<file path="config.mk">
export PLATFORM = sky130hd
export DESIGN_NAME = seq_detect_scheduler
export DESIGN_NICKNAME = d
export VERILOG_FILES = /design/src/rtl/seq_detect_scheduler.sv
export SDC_FILE = /design/constraint.sdc
export NUM_CORES = 1
export LEC_CHECK = 0
export BUFFER_PORTS_ARGS = -buffer_cell sky130_fd_sc_hd__buf_2
export CORE_ASPECT_RATIO = 0.8
export CORE_MARGIN = 1
export CORE_UTILIZATION = 35
export CTS_BUF_LIST = sky130_fd_sc_hd__clkbuf_4
export CTS_CLUSTER_DIAMETER = 80
export DETAILED_ROUTE_END_ITERATION = 8
export PLACE_DENSITY = 0.64
export SLEW_MARGIN = 20
export SYNTH_ARGS = -nofsm -noshare
export SYNTH_HDL_FRONTEND = slang
export SYNTH_SLANG_ARGS = --single-unit
</file>
<file path="constraint.sdc">
create_clock -name clk -period 3.45 [get_ports clk]
set_clock_uncertainty 0.1 [all_clocks]
set_input_delay 0.5175 -clock clk [delete_from_list [all_inputs] [get_ports clk]]
set_output_delay 0.5175 -clock clk [all_outputs]
set_load 0.01 [all_outputs]
</file>
<file path="src/rtl/seq_detect_scheduler.sv">
// seq_detect_scheduler: round-robin scheduler that feeds one serial sequence detector
// from NUM_REQ frame requesters and reports hit count and first-hit position per frame.
module seq_detect_scheduler #(
    parameter int NUM_REQ = 4,
    parameter int FRAME_W = 8,
    parameter int CNT_W   = 4,
    parameter int DET_LAT = 1
) (
    input  logic                         clk,
    input  logic                         rst,
    input  logic [NUM_REQ-1:0]           req_valid,
    input  logic [NUM_REQ*FRAME_W-1:0]   req_data,
    output logic [NUM_REQ-1:0]           req_ready,
    output logic                         seq_in,
    output logic                         det_clr,
    input  logic                         detect,
    output logic                         done_valid,
    input  logic                         done_ready,
    output logic [$clog2(NUM_REQ)-1:0]   done_id,
    output logic [CNT_W-1:0]             done_hits,
    output logic [$clog2(FRAME_W):0]     done_pos
);
    localparam int ID_W  = $clog2(NUM_REQ);
    localparam int POS_W = $clog2(FRAME_W) + 1;
    localparam int T_W   = $clog2(FRAME_W + DET_LAT + 1) + 1;

    typedef enum logic [2:0] {IDLE, CLEAR, SHIFT, DRAIN, REPORT} state_t;

    state_t            state, nxt;
    logic [ID_W-1:0]   rr_ptr, grant_id, id;
    logic              found;
    logic [FRAME_W-1:0] sh;
    logic [T_W-1:0]    t;
    logic [CNT_W-1:0]  hits;
    logic [POS_W-1:0]  pos;
    logic              in_win;

    // Descending offset scan so the requester closest to rr_ptr is the last writer.
    always_comb begin
        int j;
        found = 1'b0;
        grant_id = '0;
        for (int i = NUM_REQ - 1; i >= 0; i--) begin
            j = int'(rr_ptr) + i;
            j = (j >= NUM_REQ) ? j - NUM_REQ : j;
            if (req_valid[j]) begin
                found = 1'b1;
                grant_id = ID_W'(j);
            end
        end
    end

    assign req_ready  = (state == IDLE && found) ? (NUM_REQ'(1) << grant_id) : '0;
    assign det_clr    = (state == CLEAR);
    assign done_valid = (state == REPORT);
    assign done_id    = id;
    assign done_hits  = hits;
    assign done_pos   = pos;
    assign in_win     = (state == SHIFT || state == DRAIN) && (t >= T_W'(DET_LAT));

    always_comb begin
        nxt = state;
        case (state)
            IDLE:    nxt = found ? CLEAR : IDLE;
            CLEAR:   nxt = SHIFT;
            SHIFT:   nxt = (t == T_W'(FRAME_W - 1)) ? ((DET_LAT > 0) ? DRAIN : REPORT) : SHIFT;
            DRAIN:   nxt = (t == T_W'(FRAME_W + DET_LAT - 1)) ? REPORT : DRAIN;
            REPORT:  nxt = done_ready ? IDLE : REPORT;
            default: nxt = IDLE;
        endcase
    end

    always_ff @(posedge clk) begin
        if (rst)
            state <= IDLE;
        else
            state <= nxt;
    end

    always_ff @(posedge clk) begin
        if (rst) begin
            rr_ptr <= '0;
            id     <= '0;
            sh     <= '0;
            t      <= '0;
            hits   <= '0;
            pos    <= '1;
            seq_in <= 1'b0;
        end else begin
            seq_in <= 1'b0;
            if (state == IDLE && found) begin
                sh     <= req_data[grant_id*FRAME_W +: FRAME_W];
                id     <= grant_id;
                rr_ptr <= (grant_id == ID_W'(NUM_REQ - 1)) ? '0 : grant_id + 1'b1;
            end
            // seq_in is loaded one edge ahead so it shows bit FRAME_W-1-k in SHIFT cycle k.
            if (state == CLEAR) begin
                hits   <= '0;
                pos    <= '1;
                t      <= '0;
                seq_in <= sh[FRAME_W-1];
                sh     <= sh << 1;
            end
            if (state == SHIFT || state == DRAIN)
                t <= t + 1'b1;
            if (state == SHIFT && t < T_W'(FRAME_W - 1)) begin
                seq_in <= sh[FRAME_W-1];
                sh     <= sh << 1;
            end
            if (in_win && detect) begin
                hits <= (hits == '1) ? hits : hits + 1'b1;
                pos  <= (pos == '1) ? POS_W'(t - T_W'(DET_LAT)) : pos;
            end
        end
    end
endmodule

</file>
=== Yosys cells after proc, flatten, opt, wreduce, memory -nomap -nowiden ===
Index checks and enable logic that the tools add are counted.

* Input bits: 40
* Output and inout bits: 17
* Register bits: 29

* Equality and inequality tests: 11
* Reduce and logical (&&, ||, !) cells: 12
* Magnitude comparators: 10
* Mux-type cells: 44
* Shifts and indexed selects: 2
* Add/subtract/negate cells: 11

{| class="wikitable"
|+ Operators with widths
! kind !! count
|-
| $lt 32x4->1 const B || 4
|-
| $mux 32 || 4
|-
| $shiftx 32x6->8 || 1
|-
| $mux 4 || 7
|-
| $mux 8 || 3
|-
| $mux 1 || 16
|-
| $pmux 3 s5 || 1
|-
| $sub 3x3->4 const B || 3
|-
| $mux 2 || 5
|-
| $mux 5 || 2
|-
| $ge 3x3->1 const B || 3
|-
| $bmux 1 s2 || 4
|-
| $eq 4x4->1 const B || 2
|-
| $add 2x2->3 const B || 2
|-
| $eq 3x2->1 const B || 2
|-
| $mux 3 || 2
|-
| $add 5x1->5 const B || 1
|-
| $eq 5x3->1 const B || 1
|-
| $eq 5x4->1 const B || 1
|-
| $ge 5x1->1 const B || 1
|-
| $lt 5x3->1 const B || 1
|-
| $add 4x1->4 const B || 1
|-
| $logic_and 1x1->1 || 4
|-
| $reduce_and 2->1 || 2
|-
| other kinds (16) || 17
|}

=== Logic depth before layout (Yosys ltp) ===
* Word-level depth: 14
* Gate-level depth with buffers: 7
* Depth with buffers taken out: 7

=== Worst setup path before layout ===
Ideal clock, no wire load.

* Path kind: input-to-output
* Start: input req_valid[0]
* End: output req_ready[1]
* Path buffers: 1
* Slack: 1161 ps
* Cell stages on the path: 7
* Data required time: 2832 ps
* Arrival: 1672 ps
* Path through: nor2b_1 > o21ba_2 > nor2_4 > buf_6 > inv_1 > ha_1 > and3_1

* Word-level cells in the longest chain between the ends: 9
* Elaborated cells between the ends (all ways): 23
* Classes of those cells: 1 x shift; 21 x mux; 1 x reduce/logical

{| class="wikitable"
|+ Ends and longest elaborated chain
! what !! line !! source
|-
| start, declared || 11 || <nowiki>input logic [NUM_REQ-1:0] req_valid,</nowiki>
|-
| $bmux 1 s2 || 46 || <nowiki>if (req_valid[j]) begin</nowiki>
|-
| $mux 1 (not written as such) (2 in a row) || 46 ||
|-
| $mux 2 (3 in a row) || 46 ||
|-
| $mux 2 * || 46 ||
|-
| via grant_id[1] || 30 || <nowiki>logic [ID_W-1:0] rr_ptr, grant_id, id;</nowiki>
|-
| $shl 1x2->4 * || 53 || <nowiki>assign req_ready = (state == IDLE && found) ? (NUM_REQ'(1) << grant_id) : '0;</nowiki>
|-
| $mux 4 * || 53 ||
|-
| end, declared || 13 || <nowiki>output logic [NUM_REQ-1:0] req_ready,</nowiki>
|}

The timed path passes the listed nets; every way through them passes the cells marked *. The select of a mux whose other input is x is not followed.

=== Worst setup path in the final report ===
* Start: register rr_ptr[1]
* End: output req_ready[0]

* Word-level cells in the longest chain between the ends: 12
* Elaborated cells between the ends (all ways): 38
* Classes of those cells: 7 x add/sub; 4 x order compare; 1 x shift; 25 x mux; 1 x reduce/logical

{| class="wikitable"
|+ Ends and longest elaborated chain
! what !! line !! source
|-
| start, declared || 30 ||
|-
| start signal, assigned || 94 || <nowiki>rr_ptr <= (grant_id == ID_W'(NUM_REQ - 1)) ? '0 : grant_id + 1'b1;</nowiki>
|-
| $add 2x2->3 || 44 || <nowiki>j = int'(rr_ptr) + i;</nowiki>
|-
| $sub 3x3->4 / $ge 3x3->1 (equally long branches) || 45 || <nowiki>j = (j >= NUM_REQ) ? j - NUM_REQ : j;</nowiki>
|-
| $mux 32 || 45 ||
|-
| $bmux 1 s2 || 46 ||
|-
| $mux 1 (not written as such) (2 in a row) || 46 ||
|-
| $mux 2 (3 in a row) || 46 ||
|-
| $mux 2 * || 46 ||
|-
| via grant_id[0] || 30 ||
|-
| $shl 1x2->4 * || 53 ||
|-
| $mux 4 * || 53 ||
|}

Marked as above.

==> results.md <==
* CTS tree: done
* Fillers at 526
* Share of cells above drive strength 1 at 0.303
* Synth area leader: dfxtp_1
* Vias/cell at 5.22
* DR iter-0 viols at 140
* ANT cells at 0
* Die ar. at ~0.0057 mm²
* Vias in the first global route at 1,446
* NumNets Final at 319
* Mapped Area at 0.00190 mm²
* Clk root buf: clkbuf_4
* Initial antenna violation count at 0
* Initial Utilization at 0.372
* First-pass GRT wire length at 6930 µm
* Area occupied by multi-input gates at 0.00122 mm²
* Largest net degree at the start of global routing at 30
* Synthesis-stage register bit count at 29
* Max Slew Vio Count at 0
* Switch share at 0.332
* Number of I/O pins at 57
* Clk buf depth at 2
* DRC errors left at 3
* Detail Route Antenna Nets at 0
* Clock power frac at 0.244
* Sequential share of power at 0.440
* Hold path startpoint: done_id[0]
* Hold Vio Cnt, Final at 0
* Synth unique cells at 49
* Hold Path Class: register to register
* Worst-path fanout max at 6
* Worst EP arrival at ~2.1 ns
* Syn_nets at 268
* Psw at 299 µW
* Internal at around 600 µW
* Area growth, synth to finish at 19.1%
* Ranking of synthesized cells by area: dfxtp_1 (31%), mux2i_1 (8.4%), ha_1 (5.9%)
* FP Rows at 23
* FMAX at roughly 370 MHz
* Post-synth EDFFs at 0
* Status: complete, but fails checks
* Post-synthesis async set-or-reset flop share at 0
* Comb power frac at 0.315
* CP max-delay cell: dfxtp_1
* Average size of a mapped cell at 8.69 µm²
* GRT overflow at 0
* Final Critical Period at 2.70 ns
* Critical path required time at 2.83 ns
* CP startpoint kind: register
* CTS buffer count at 5
* Lkg Pwr at 1.05 nW
* Core Util, Final at 0.443
* VDD IR max at ~160 µV
* Drt first pass iters at 8
* Via count at 1,737
* Final setup fails at 0
* Crit path largest cell delay at 0.43 ns
* Pwr per Cell Area at 398 mW/mm²
* Yosys warnings at 0
* Hold Buf Count CTS at 0
* CORE AREA at 0.00512 mm²
* Unrepaired setup endpoints after global routing: no
* Mapped Cells at 219
* Actual slew at the worst max-slew pin at 0.896 ns
* Post-synthesis sequential area ratio at 0.305
* Routed WL at 4470 µm
* Resize count post-CTS at 0
* Post-DP HPWL at 3270 µm
* Worst setup path startpoint: rr_ptr[1]
* GRT Util Overall at 0.157
* Avg WL per Cell at 13.4 µm
* Critical path type: register to output pin
* Max-cap viol count at 0
* Critical Path End Type: output pin
* Post-CTS setup buffer count at 0
* Worst-Skew Late Latency at approximately 0.33 ns
* H-tree level count at 2
* Total power at ~900 µW
* Failing checks: DRC
* Reg area at 581 µm²
* Clock slew at reported path FFs at roughly 0.090 ns
* CTS sink count at 29
* Number of port buffers at 56
* GP Congestion at 0.794
* Die Span Y at 68.0 µm
* Top FF cell, synth: dfxtp_1
* Die width at 84.4 µm
* Slew headroom at 0.402
* Crit-path cells: mux2i_1, nor2_1, nor3_2, inv_1, ha_1, and3_1, buf_2
* Area share of the largest cell type after synthesis at 0.305
* FF-to-FF Start: state[2]
* Fin Setup TNS at 0 ns
* Final period util at 0.781
## cell usage after synthesis (2+ instances only)
cell type,count
nand3_1,3
dfxtp_1,29
nor2_1,18
nand4_1,4
o211a_1,7
a211oi_1,2
nand2_1,14
o21ai_1,2
xor2_1,2
xnor2_1,2
and3_1,6
clkbuf_1,6
nand3b_1,3
o21ai_0,4
nor3_1,8
o221ai_1,7
ha_1,9
nor2b_1,4
mux2i_1,16
or2_2,4
mux2_2,3
a21oi_1,12
inv_1,7
buf_2,7
o21bai_1,8
nor3b_1,9
## stage by stage
step | cells | hold WS, ns | setup slack [ns] | instance area [µm²]
after floorplan | 219 | 0.350 | 1.16 | 1900
after global placement | 325 | 0.341 | 0.894 | 2210
after detailed placement | 325 | 0.355 | 0.869 | 2210
after CTS | 333 | 0.368 | 0.726 | 2270
after global routing | 333 | 0.376 | 0.593 | 2270
final | 333 | 0.368 | 0.754 | 2270
## layout make-up
| cell class | count | share of cell area |
|---|---|---|
| multi-input combinational | 168 | 0.540 |
| clock buffer | 8 | 0.0265 |
| timing repair buffer | 58 | 0.130 |
| inverter | 8 | 0.0132 |
| sequential | 29 | 0.256 |
| tap | 62 | 0.0342 |
## state kept, by name (all words and copies together), names as in the netlist
signal and cells:
seq_in 1, t 5, sh 8, done_pos 4
done_id 2, done_hits 4, rr_ptr 2, state 3
## critical path, delay by kind of cell (launching register included)
| family | cells | cell delay (ns) |
|---|---|---|
| flip-flops | 1 | 0.43 |
| multiplexers | 1 | 0.23 |
| adder cells (fa/ha/maj) | 1 | 0.21 |
| buffers and inverters | 2 | 0.24 |
| AND/OR/NAND/NOR | 3 | 0.64 |
## cells by family (layout without fill, tap and decap cells)
kind of cell	after synthesis	after routing	synth area share
and+or+nand+nor	84	84	0.256
buffers and inverters	22	74	0.0519
DFF	29	29	0.305
xor gates and xnor gates	4	4	0.0184
AOI/OAI and AO/OA	52	52	0.208
adders and majority gates	9	9	0.0592
muxes	19	19	0.102
## final timing paths
check	endpoint	slack [ns]	depth (start not counted)
hold / removal	done_id[0]	0.37	2
hold reg to reg	done_id[0]	0.37	2
setup reg to reg	sh[0]	1.07	4
setup / recovery	req_ready[0]	0.75	7
## metal layers
metal	track usage	share of wire
met5	0	0
met4	0.0826	0.020
met3	0.0386	0.062
met2	0.215	0.39
met1	0.225	0.53
## power groups by stage
stage | logic, mW | registers (mW) | clock network [mW]
after global placement | 0.279 | 0.403 | 0
after floorplan | 0.214 | 0.393 | 0
after CTS | 0.286 | 0.397 | 0.230
after global routing | 0.317 | 0.402 | 0.242
after detailed placement | 0.284 | 0.404 | 0
final | 0.284 | 0.397 | 0.220
## cell usage in the layout, fill, tap and decap left out, types with 6 or more instances in the layout
cell and count:
buf_2 56, dfxtp_1 29, nor2_1 18, mux2i_1 16, nand2_1 14, a21oi_1 12
nor3b_1 9, ha_1 9, nor3_1 8, o21bai_1 8, clkbuf_4 8, inv_1 7
o211a_1 7, o221ai_1 7, and3_1 6
(Power assumes the default switching activity.)
